--- config.mk ---
export PLATFORM = sky130hd
export DESIGN_NAME = unit_bus_arbiter
export DESIGN_NICKNAME = d
export VERILOG_FILES = /design/src/rtl/unit_bus_arbiter_pkg.sv /design/src/rtl/unit_onehot_dec.sv /design/src/rtl/unit_bus_arbiter.sv
export SDC_FILE = /design/constraint.sdc
export NUM_CORES = 1
export LEC_CHECK = 0
export ABC_AREA = 1
export CORE_MARGIN = 2
export CORE_UTILIZATION = 24
export CTS_CLUSTER_DIAMETER = 100
export CTS_CLUSTER_SIZE = 28
export DETAILED_ROUTE_END_ITERATION = 6
export SKIP_CTS_REPAIR_TIMING = 1
export SYNTH_ARGS = -nofsm -noshare
export SYNTH_HDL_FRONTEND = slang
export SYNTH_SLANG_ARGS = --single-unit
--- constraint.sdc ---
create_clock -name clk -period 2.05 [get_ports clk]
set_input_delay 0.205 -clock clk [delete_from_list [all_inputs] [get_ports clk]]
set_output_delay 0.205 -clock clk [all_outputs]
set_load 0.03 [all_outputs]
--- src/rtl/unit_bus_arbiter_pkg.sv ---
// Shared unit codes, enable constants and arbiter types for the unit transfer bus.
package unit_bus_arbiter_pkg;

    localparam int UNIT_CODE_W = 4;
    localparam int UNIT_CNT    = 16;

    typedef logic [UNIT_CODE_W-1:0] unit_code_t;
    typedef logic [UNIT_CNT-1:0]    unit_en_t;

    localparam unit_code_t REG_NULL = 4'h0;
    localparam unit_code_t MEM_NULL = 4'hF;

    localparam unit_en_t EN_NULL     = 16'h0001;
    localparam unit_en_t EN_MEM_NULL = 16'h8000;

    typedef enum logic { ARB_OPEN = 1'b0, ARB_LOCK = 1'b1 } arb_state_e;
    typedef enum logic { ID_CORE  = 1'b0, ID_IOSC  = 1'b1 } req_id_e;

    typedef struct packed {
        unit_code_t src;
        unit_code_t tgt;
        logic       lock;
    } xfer_t;

    function automatic req_id_e other_id(req_id_e id);
        return (id == ID_CORE) ? ID_IOSC : ID_CORE;
    endfunction

endpackage

--- src/rtl/unit_onehot_dec.sv ---
// 4-to-16 one-hot decode of a unit code; code 0 selects the NULL unit (bit 0).
module unit_onehot_dec
    import unit_bus_arbiter_pkg::*;
(
    input  unit_code_t code,
    output unit_en_t   onehot
);

    always_comb onehot = EN_NULL << code;

endmodule

--- src/rtl/unit_bus_arbiter.sv ---
// Round-robin arbiter with bounded lock ownership sharing the unit bus between core and iosc.
module unit_bus_arbiter
    import unit_bus_arbiter_pkg::*;
#(
    parameter int MAX_HOLD = 8,
    parameter int CNT_W    = 4
) (
    input  logic        clk,
    input  logic        rst_n,
    input  logic        i_core_req,
    input  logic [3:0]  i_core_src,
    input  logic [3:0]  i_core_tgt,
    input  logic        i_core_lock,
    output logic        o_core_gnt,
    input  logic        i_iosc_req,
    input  logic [3:0]  i_iosc_src,
    input  logic [3:0]  i_iosc_tgt,
    input  logic        i_iosc_lock,
    output logic        o_iosc_gnt,
    input  logic        i_halt,
    output logic [15:0] o_unit_oen,
    output logic [15:0] o_unit_ien,
    output logic        o_xfer_vld,
    output logic        o_xfer_id,
    output logic        o_locked,
    output logic        o_err
);

    arb_state_e       state_q, state_d;
    req_id_e          ptr_q, ptr_d, owner_q, owner_d, win_id, id_q;
    logic [CNT_W-1:0] hold_q, hold_d;
    xfer_t            core_x, iosc_x, win_x;
    logic             accept, illegal;
    unit_code_t       src_q, tgt_q;
    logic             vld_q, err_q;

    assign core_x = '{src: i_core_src, tgt: i_core_tgt, lock: i_core_lock};
    assign iosc_x = '{src: i_iosc_src, tgt: i_iosc_tgt, lock: i_iosc_lock};

    // Grants are combinational; rst_n gating keeps them low throughout reset.
    always_comb begin
        // NOTE: every output of an always_comb gets a default first, otherwise a latch is inferred.
        o_core_gnt = 1'b0;
        o_iosc_gnt = 1'b0;
        if (rst_n && !i_halt) begin
            if (state_q == ARB_LOCK) begin
                o_core_gnt = i_core_req && (owner_q == ID_CORE);
                o_iosc_gnt = i_iosc_req && (owner_q == ID_IOSC);
            end else if (i_core_req && i_iosc_req) begin
                o_core_gnt = (ptr_q == ID_CORE);
                o_iosc_gnt = (ptr_q == ID_IOSC);
            end else begin
                o_core_gnt = i_core_req;
                o_iosc_gnt = i_iosc_req;
            end
        end
    end

    assign accept  = o_core_gnt || o_iosc_gnt;
    assign win_id  = o_iosc_gnt ? ID_IOSC : ID_CORE;
    assign win_x   = o_iosc_gnt ? iosc_x : core_x;
    assign illegal = (win_x.src == win_x.tgt) && (win_x.src != REG_NULL);

    always_comb begin
        state_d = state_q;
        ptr_d   = ptr_q;
        owner_d = owner_q;
        hold_d  = hold_q;
        if (!i_halt) begin
            if (state_q == ARB_OPEN) begin
                if (accept) begin
                    if (i_core_req && i_iosc_req) ptr_d = other_id(win_id);
                    if (win_x.lock) begin
                        state_d = ARB_LOCK;
                        owner_d = win_id;
                        hold_d  = CNT_W'(1);
                    end
                end
            end else if ((accept && !win_x.lock) || (hold_q == CNT_W'(MAX_HOLD))) begin
                // Release, voluntary or forced, always hands priority to the other requester.
                state_d = ARB_OPEN;
                ptr_d   = other_id(owner_q);
                hold_d  = '0;
            end else begin
                hold_d = hold_q + CNT_W'(1);
            end
        end
    end

    // NOTE: asynchronous active-low reset sits in the sensitivity list of every state flop.
    always_ff @(posedge clk or negedge rst_n) begin
        if (!rst_n) begin
            state_q <= ARB_OPEN;
            ptr_q   <= ID_CORE;
            owner_q <= ID_CORE;
            hold_q  <= '0;
        end else begin
            // NOTE: sequential state uses non-blocking assignments so all flops update together.
            state_q <= state_d;
            ptr_q   <= ptr_d;
            owner_q <= owner_d;
            hold_q  <= hold_d;
        end
    end

    // Illegal transfers are consumed but never reach the bus; a NULL code pair idles it.
    always_ff @(posedge clk or negedge rst_n) begin
        if (!rst_n) begin
            src_q <= REG_NULL;
            tgt_q <= REG_NULL;
            vld_q <= 1'b0;
            id_q  <= ID_CORE;
            err_q <= 1'b0;
        end else if (accept && !illegal) begin
            src_q <= win_x.src;
            tgt_q <= win_x.tgt;
            vld_q <= 1'b1;
            id_q  <= win_id;
        end else begin
            src_q <= REG_NULL;
            tgt_q <= REG_NULL;
            vld_q <= 1'b0;
            if (accept) err_q <= 1'b1;
        end
    end

    unit_onehot_dec u_oen_dec (.code(src_q), .onehot(o_unit_oen));
    unit_onehot_dec u_ien_dec (.code(tgt_q), .onehot(o_unit_ien));

    assign o_xfer_vld = vld_q;
    assign o_xfer_id  = id_q;
    assign o_locked   = (state_q == ARB_LOCK);
    assign o_err      = err_q;

endmodule

=== Word level (Yosys, flattened, before mapping) ===
Index checks and enable logic that the tools add are counted.

* Bits in registers: 18
* Input port bits: 23
* Output and inout port bits: 38
* Logic and storage cells: 65

* $add $sub $neg: 1
* Equality and inequality tests: 3
* Shift operators: 2
* Muxes and demuxes: 25
* Bitwise gates (word level): 5
* Reduce and logical (&&, ||, !) cells: 20

{| class="wikitable"
|+ Operators by type and width
! kind !! count
|-
| 1-bit by 4-bit << shifter with 16-bit output, first input constant || 2
|-
| 4-bit 2-to-1 mux || 6
|-
| 1-bit 2-to-1 mux || 18
|-
| 9-bit 2-to-1 mux || 1
|-
| 4-bit AND reduction || 2
|-
| 1-bit logical AND || 7
|-
| 2-bit nonzero test || 3
|-
| 1-bit inverter || 5
|-
| 4-bit by 1-bit adder with 4-bit output, second input constant || 1
|-
| 4-bit == test || 1
|-
| 4-bit == test, second input constant || 1
|-
| 4-bit nonzero test || 1
|-
| 1-bit logical NOT || 3
|-
| 3-bit AND reduction || 1
|-
| 1-bit logical OR || 2
|-
| 2-bit by 1-bit inequality test with 1-bit output, second input constant || 1
|-
| 2-bit AND reduction || 1
|}

=== Logic depth before layout (Yosys ltp) ===
* Depth in word-level cells: 11
* Depth in mapped cells: 14
* Depth with buffers taken out: 13

=== By module ===
From an unflattened synthesis, not the netlist that was laid out.

* Cell total of the unflattened synthesis: 217
* Area, all modules: 1378.8 um^2

{| class="wikitable"
|+ Modules (own cells, without submodules)
! module !! instances !! cells an instance !! area an instance (um^2) !! sequential area each (um^2)
|-
| unit_bus_arbiter || 1 || 157 || 1126.1 || 450.4
|-
| unit_onehot_dec || 2 || 30 || 126.4 || 0.0
|}

=== Least setup slack after synthesis ===
OpenSTA, ideal clock, no wires.

* Kind: register to output
* Start: reg src_q[3]
* End: out o_unit_oen[11]
* Data arrival time: 1.622 ns
* Required time: 1.845 ns
* Path slack: 0.223 ns
* Cell stages (with the launch flop): 4
* Buffers on the path: 1
* Cells stage by stage: dfrtp_1 clkbuf_1 inv_1 nor4_1

* Longest elaborated chain between the ends: 1

{| class="wikitable"
|+ RTL lines
! item !! line !! text
|-
| start, declared || unit_bus_arbiter.sv:34 || <nowiki>unit_code_t src_q, tgt_q;</nowiki>
|-
| start signal, assigned || unit_bus_arbiter.sv:115 || <nowiki>src_q <= win_x.src;</nowiki>
|-
| 1-bit by 4-bit << shifter with 16-bit output || unit_onehot_dec.sv:9 || <nowiki>always_comb onehot = EN_NULL << code;</nowiki>
|-
| end, declared || unit_bus_arbiter.sv:21 || <nowiki>output logic [15:0] o_unit_oen,</nowiki>
|}

No other way between the ends.

=== Worst setup path in the final report ===
* Start: reg src_q[0]
* End: out o_unit_oen[4]

Same word-level chain as after synthesis.

==> out/results.ini <==
[synthesis]
netlist_area_um2=1408
synth.distinct_cells=27
synth_seq_cells=18
synth_area_per_cell_um2=6.312
synth_warnings=0
yosysTopAreaCell=dfrtp_1
yosysSeqAreaShare_pct=32.00
syn_inst=223
yosysTopAreaCellShare_pct=32.00
synth_area_leaders=dfrtp_1 32%, nand2_1 15%, nor2_1 12%
syn-num-nets=248

[global_routing]
grt_pass1_vias=1391
antenna_found_initial=0
grt_max_degree=19
grt_usage_pct=11.15
grt_pass1_wl_mm=6.009
grt-ovfl-total=0

[sta]
tightest_slew_ns=0.3260
fmax_ghz=0.5239
drv_slew=0
fin_worst_skew_ns=0.006065
fin_tns_setup_ns=0
hold_viol=0
finalSetupViolations=0
rsz0062_at_grt=no
min_period_ns=1.909
maxSlewHeadroom_pct=78.23
post-route-period-util_pct=93.10

[critical_path]
end_kind=primary output
r2r-start=o_locked
ff2ff_path_depth=11
crit_buf_inv=2
arrival_ns=1.70
timing.rr.end=src_q[3]
worst_path_largest_cell_delay_ns=0.68
r2r_slack_ns=0.25
crit_chain=inv_1 > nand3_1 > nor2_1 > clkdlybuf4s50_1
slowest_stage=clkdlybuf4s50_1
crit_path_start=src_q[0]
crit_type=flop to primary output
cp-start-kind=flop
critical_path.top_delay_family=buffers and inverters
worstPathMaxFanout=6
cp.depth=4
required_ns=1.85

[clock_network]
cts_buffers=3
clock_sinks=18
clkTransAtPathRegs_ns=0.07
clk_latency_ns=0.25
cts_tree=done
root_buffer=clkbuf_8
cts_max_level=1
cts_buffer_depth=2

[die]
rows=27
die-area_um2=6494
start_util_pct=25.25
core_um2=5574
die_w_um=80.59
num_io_pins=61
die_h_um=80.59

[placed_design]
port_buffers=60
dp.final_hpwl_mm=2.902
finalWeightedCongestion=0.7694

[detailed_routing]
drc_errors=0
routedWlPerCell_um=9.696
vias=1490
wl_mm=3.471
drt_first_pass_iters=4
drt_iter0_drc=38
viasPerCell=4.162
postRouteAntennaNets=0

[min_path]
hold_path_class=input pin to asynchronous set/reset pin

[run]
cap_violations=0

[final_layout]
multi_input_area_um2=772.0
area_delta_synth_final_pct=54.31
regArea_um2=452.9
nets=312
antenna_cells=0
drive_gt1_share_pct=9.441
fill_cells=593

[power_and_ir_drop]
leakagePower_uw=0.001168
finalPower_uw=1709
powerDensity_nw_per_um2=786.8
vdd.ir_drop.worst_mv=0.3018

[status]
outcome=completed

cells in the final DEF (no fill, tap or decap), types with 3 or more instances in the layout:
cell and count:
nand2_1 55, nor2_2 3, clkbuf_8 4, nand3_1 25
buf_4 6, nand3b_1 3, clkdlybuf4s50_1 51, inv_1 37
dlymetal6s2s_1 7, nand2_2 4, a21oi_1 3, dfrtp_1 16
o21ai_0 6, nor2_1 46
synth_stat cells, drive strengths merged:
library cell	instances
nand2	60
nor2	49
inv	37
nand3	28
dfrtp	18
o21ai	8
a21oi	5
buf	4
nand3b	3
clkbuf	2
ha	2
nor4	2
and2	1
nand4	1
nor3	1
o21bai	1
o22ai	1
state kept, by name (all words and copies together), names as in the netlist:
name        flops
hold_q          4
o_err           1
o_locked        1
o_xfer_id       1
o_xfer_vld      1
owner_q         1
ptr_q           1
src_q           4
tgt_q           4
layer usage:
layer / global-route usage [%] / part of all wire (%) / vias to the layer above / wire [um]
met3: 0.7865 / 5.6 / 2 / 194
met5: 0 / 0 / - / 0
met2: 19.00 / 45 / 41 / 1563
met4: 3.220 / 0.78 / 0 / 27
met1: 15.06 / 49 / 639 / 1686
li1: - / - / 808 / -
cell type report:
| class | count | area share, % |
|---|---|---|
| timing repair buffer | 65 | 30.53 |
| clock buffer | 4 | 2.535 |
| inverter | 37 | 6.394 |
| tap | 72 | 4.147 |
| sequential | 18 | 20.85 |
| multi-input combinational | 162 | 35.54 |
where the power goes:
part | internal [uW] | switching [uW] | total, uW
Sequential | 454 | 89.1 | 543
Clock | 170 | 115 | 285
Combinational | 352 | 528 | 881
worst register-to-register path: stages (launching register included):
cell and delay, ns:
dfrtp_1 0.50, nor2_1 0.09, nand2_1 0.13, nand3_4 0.18, nand2_1 0.10, nand2_1 0.12
nand2_1 0.09, nand2_1 0.05, nor2_2 0.11, nand3_2 0.12, nand2_4 0.14, nor2_1 0.06
worst max-delay path by stage:
stage	end	slack (ns)
6_report	o_unit_oen[4]	0.14
5_1_grt	o_unit_oen[9]	0.004
4_1_cts	o_unit_oen[11]	-0.005
3_5_place_dp	src_q[1]	0.02
3_3_place_gp	tgt_q[1]	0.04
2_1_floorplan	o_unit_oen[11]	0.22
kinds of logic (layout without fill, tap and decap cells):
logic type	Yosys count	count (layout)	synth area share (%)
AOI/OAI and AO/OA	15	15	6.934
adders and majority gates	2	2	1.777
DFF	18	18	32.00
buffers and inverters	43	106	13.16
and+or+nand+nor	145	145	46.13
per-stage QoR:
step                hold slack, ns  area (um^2)  setup WS, ns  instances  utilization, %
finish                      0.3215         2172        0.1414        358           38.97
global placement            0.4794         2097       0.04417        354           37.62
floorplan                 -0.09059         1408        0.2234        223               -
CTS                         0.3270         2152     -0.004712        358           38.61
detailed placement          0.4862         2097       0.01843        354           37.62
global route                0.3494         2172      0.003737        358           38.97
No activity file was read; power rests on OpenSTA's default activity.
==> RTL edit 1, RTL diff (config.mk and constraints unchanged) <==
Reset style: synchronous (`rst_n`), changed in 2 clocked blocks. Comments in the files are not updated.
--- a/src/rtl/unit_bus_arbiter.sv
+++ b/src/rtl/unit_bus_arbiter.sv
@@ -88,7 +88,7 @@
     end
 
     // NOTE: asynchronous active-low reset sits in the sensitivity list of every state flop.
-    always_ff @(posedge clk or negedge rst_n) begin
+    always_ff @(posedge clk) begin
         if (!rst_n) begin
             state_q <= ARB_OPEN;
             ptr_q   <= ID_CORE;
@@ -104,7 +104,7 @@
     end
 
     // Illegal transfers are consumed but never reach the bus; a NULL code pair idles it.
-    always_ff @(posedge clk or negedge rst_n) begin
+    always_ff @(posedge clk) begin
         if (!rst_n) begin
             src_q <= REG_NULL;
             tgt_q <= REG_NULL;
Function: differs if rst_n is asserted again (counterexample within 4 cycles, from zero or initial values and one cycle with rst_n low); with rst_n held inactive, the same outputs for 10 cycles.
==> RTL edit 1 against the original RTL <==
Hold slack improved by 0.15 ns. Wire length grew 1.1%. Critical path depth is the same. Synthesized cell count did not move. Synthesized area decreased by 4.4%. Cell area is 0.46% lower. Die area decreased by 4.2%. Setup slack better by 0.076 ns. Sequential cell count stayed put. Critical path type unchanged. Largest cell class unchanged. Highest routed layer unchanged.
Power is not compared: it rests on default switching activity, and its combinational part moved more than twofold at a synthesized area within 25%.
==> RTL edit 1: results (changes against the original RTL) <==
{
  "global_route": {
    "use_met1": {"value": 14.74, "unit": "%", "change": "-0.32 points"},
    "grt_pass1_wl": {"value": 6285, "unit": "um", "change": "+4.6%"},
    "met2_usage": {"value": 21.88, "unit": "%", "change": "+2.9 points"},
    "global_route.usage.met3": {"value": 2.955, "unit": "%", "change": "+2.2 points"},
    "track_usage": {"value": 12.04, "unit": "%", "change": "+0.89 points"}
  },
  "routing": {
    "vias_cell": {"value": 4.345, "change": "+4.4%"},
    "initialDrtViolationCount": {"value": 68, "change": "+79%"},
    "totalWireLength": {"value": 3510, "unit": "um", "change": "+1.1%"},
    "metal1_wirelength": {"value": 1556, "unit": "um", "change": "-7.7%"},
    "detail_route.wl_per_cell": {"value": 9.616, "unit": "um", "change": "-0.82%"},
    "met2RoutedLength": {"value": 1658, "unit": "um", "change": "+6.1%"}
  },
  "placed_design": {
    "post-dp-hpwl": {"value": 2943, "unit": "um", "change": "+1.4%"},
    "numPlacedInstances": {"value": 361, "change": "+2.0%"},
    "place_ws": {"value": -0.01314, "unit": "ns", "change": "-0.03156 ns"},
    "place.gp.congestion": {"value": 0.8334, "change": "+8.3%"}
  },
  "timing": {
    "worst-slew-pin-transition": {"value": 0.3371, "unit": "ns", "change": "+0.01113 ns"}
  },
  "yosys": {
    "yosys.area_share.adder": {"value": 1.860, "unit": "%", "change": "+0.083 points"},
    "synth.area.top_cells": "sky130_fd_sc_hd__dfxtp_1, sky130_fd_sc_hd__nand2_1, sky130_fd_sc_hd__nor2_1",
    "cell_types_with_the_highest_counts_after_synthesis": "sky130_fd_sc_hd__nand2_1, sky130_fd_sc_hd__nor2_1, sky130_fd_sc_hd__inv_1",
    "postSynth.asyncResetShare": {"value": 0, "unit": "%", "change": "-100 points"},
    "post_synthesis_average_cell_area": {"value": 6.032, "unit": "sq um", "change": "-4.4%"}
  },
  "layout": {
    "finalNetCount": {"value": 319, "change": "+2.2%"},
    "share_of_cells_above_drive_strength_1": {"value": 13.65, "unit": "%", "change": "+4.2 points"}
  },
  "setup_path": {
    "cp_data_arrival_time": {"value": 1.63, "unit": "ns", "change": "-0.07 ns"}
  },
  "run_status": {
    "status": "complete, no violations"
  }
}
[RTL edit 1: changes by cell type in the layout (fill, tap and decap cells not counted), sizes merged, moves of 3 or more]
cell,change
dfxtp,+18
nand3,+4
nand2,-4
dfrtp,-18
buf,+6
inv,-3
[RTL edit 1: layout make-up]
class | count | area [sq um]
clock buffers | 4 | 55.05
fillers | 601 | 3311
inverters | 34 | 127.6
multi-input cells | 165 | 810.8
flip-flops and latches | 18 | 362.8
well taps | 72 | 90.09
repair buffers | 72 | 715.7
[RTL edit 1: power by group]
group          switching (mW)  internal, mW
sequential             0.0246         0.375
combinational           0.221         0.170
clock                   0.110         0.170
[RTL edit 1: final timing paths]
check | from | to | slack [ns] | cells past startpoint
worst max register to register | o_locked | o_xfer_id | 0.32 | 13
worst min register to register | o_xfer_id | o_xfer_id | 0.47 | 2
worst max-delay path | src_q[1] | o_unit_oen[1] | 0.22 | 4
worst min-delay path | o_xfer_id | o_xfer_id | 0.47 | 2
==> RTL edit 2, RTL diff (config.mk and constraints unchanged) <==
Without the edit above. `REG_NULL`: 4'h0 -> 4'h1.
--- a/src/rtl/unit_bus_arbiter_pkg.sv
+++ b/src/rtl/unit_bus_arbiter_pkg.sv
@@ -7,7 +7,7 @@
     typedef logic [UNIT_CODE_W-1:0] unit_code_t;
     typedef logic [UNIT_CNT-1:0]    unit_en_t;
 
-    localparam unit_code_t REG_NULL = 4'h0;
+    localparam unit_code_t REG_NULL = 4'h1;
     localparam unit_code_t MEM_NULL = 4'hF;
 
     localparam unit_en_t EN_NULL     = 16'h0001;
Formal check against the unedited RTL: not equivalent (Yosys sat finds a counterexample within 4 cycles, from zero or initial values and one cycle with rst_n low).
==> RTL edit 2 against the original RTL <==
Maximum frequency rose by 0.17%. Setup slack gained 0.0032 ns. Synthesized area rose by 1.9%. Sequential cell count unchanged. Critical path depth shrank 1. Non-clock buffer count is 8 higher. Total power grew 1.3%. Wire length grew 9.1%. Cell area rose by 3.6%. Critical endpoint is now o_unit_ien[5]. Largest cell class unchanged. Highest routed layer unchanged.
==> RTL edit 2: results (changes against the original RTL) <==
{
  "timing": {
    "worst-slew-pin-transition": {"value": 0.3422, "unit": "ns", "change": "+0.01620 ns"},
    "hold_slack": {"value": 0.3243, "unit": "ns", "change": "+0.002835 ns"},
    "timing.final.ws_setup": {"value": 0.1446, "unit": "ns", "change": "+0.003156 ns"}
  },
  "placed_design": {
    "numPlacedInstances": {"value": 366, "change": "+3.4%"},
    "detailed_place.area": {"value": 2167, "unit": "sq um", "change": "+3.3%"},
    "post-dp-hpwl": {"value": 3143, "unit": "um", "change": "+8.3%"}
  },
  "setup_path": {
    "startpoint": "tgt_q[0]",
    "worst-path-max-fanout": {"value": 5, "change": "-1"},
    "r2r_setup_slack": {"value": 0.33, "unit": "ns", "change": "+0.08 ns"},
    "rr_endpoint": "tgt_q[3]",
    "timing.reg2reg.worst_path_depth": {"value": 10, "change": "-1"},
    "timing.critical_path.to": "o_unit_ien[5]"
  },
  "routing": {
    "detail_route.wl_per_cell": {"value": 10.24, "unit": "um", "change": "+5.6%"},
    "initialDrtViolationCount": {"value": 49, "change": "+29%"},
    "totalWireLength": {"value": 3788, "unit": "um", "change": "+9.1%"},
    "vias_cell": {"value": 4.184, "change": "+0.52%"},
    "met2RoutedLength": {"value": 1781, "unit": "um", "change": "+14%"},
    "met3RoutedLength": {"value": 183, "unit": "um", "change": "-5.7%"}
  },
  "global_route": {
    "met2_usage": {"value": 19.10, "unit": "%", "change": "+0.098 points"},
    "first_global_vias": {"value": 1401, "change": "+0.72%"},
    "grt_start_max_net_pins": {"value": 22, "change": "+3"},
    "track_usage": {"value": 11.90, "unit": "%", "change": "+0.75 points"},
    "grt_pass1_wl": {"value": 6313, "unit": "um", "change": "+5.1%"}
  },
  "layout": {
    "share_of_cells_above_drive_strength_1": {"value": 13.22, "unit": "%", "change": "+3.8 points"},
    "fillerInstances": {"value": 611, "change": "+3.0%"},
    "layout-area-overhead-vs-synth_pct": 56.89
  },
  "yosys": {
    "synth.area.top_cells": "sky130_fd_sc_hd__dfrtp_1, sky130_fd_sc_hd__nand2_1, sky130_fd_sc_hd__nor2_1",
    "cell_types_with_the_highest_counts_after_synthesis": "sky130_fd_sc_hd__nand2_1, sky130_fd_sc_hd__nor2_1, sky130_fd_sc_hd__inv_1",
    "synth-seq-area-share": {"value": 31.59, "unit": "%", "change": "-0.41 points"}
  },
  "run_status": {
    "status": "complete, no violations"
  }
}
## RTL edit 2: cell types whose count changed in the layout (fill, tap and decap cells not counted), moves of 3 or more
cell and change:
sky130_fd_sc_hd__buf_4 +9, sky130_fd_sc_hd__clkdlybuf4s50_1 -3, sky130_fd_sc_hd__dlymetal6s2s_1 +3, sky130_fd_sc_hd__inv_1 -4, sky130_fd_sc_hd__nand3_1 +5
## RTL edit 2: report_power, final
part           internal (mW)  switching [mW]
Combinational          0.375           0.507
Sequential             0.463           0.112
Clock                  0.170           0.104
## RTL edit 2: kinds of logic after synthesis
group | count (synthesis) | synth area share [%]
and+or+nand+nor | 148 | 47.03
xor gates and xnor gates | 1 | 0.6109
buffers and inverters | 42 | 13.09
DFF | 18 | 31.59
adders and majority gates | 2 | 1.745
AOI/OAI and AO/OA | 14 | 5.934
## RTL edit 2: final cells by class
type                       count  share of cell area (%)
timing repair buffer          73                   31.92
inverter                      35                   5.951
multi-input combinational    165                   35.26
tap                           75                   4.171
sequential                    18                   20.24
clock buffer                   4                   2.447
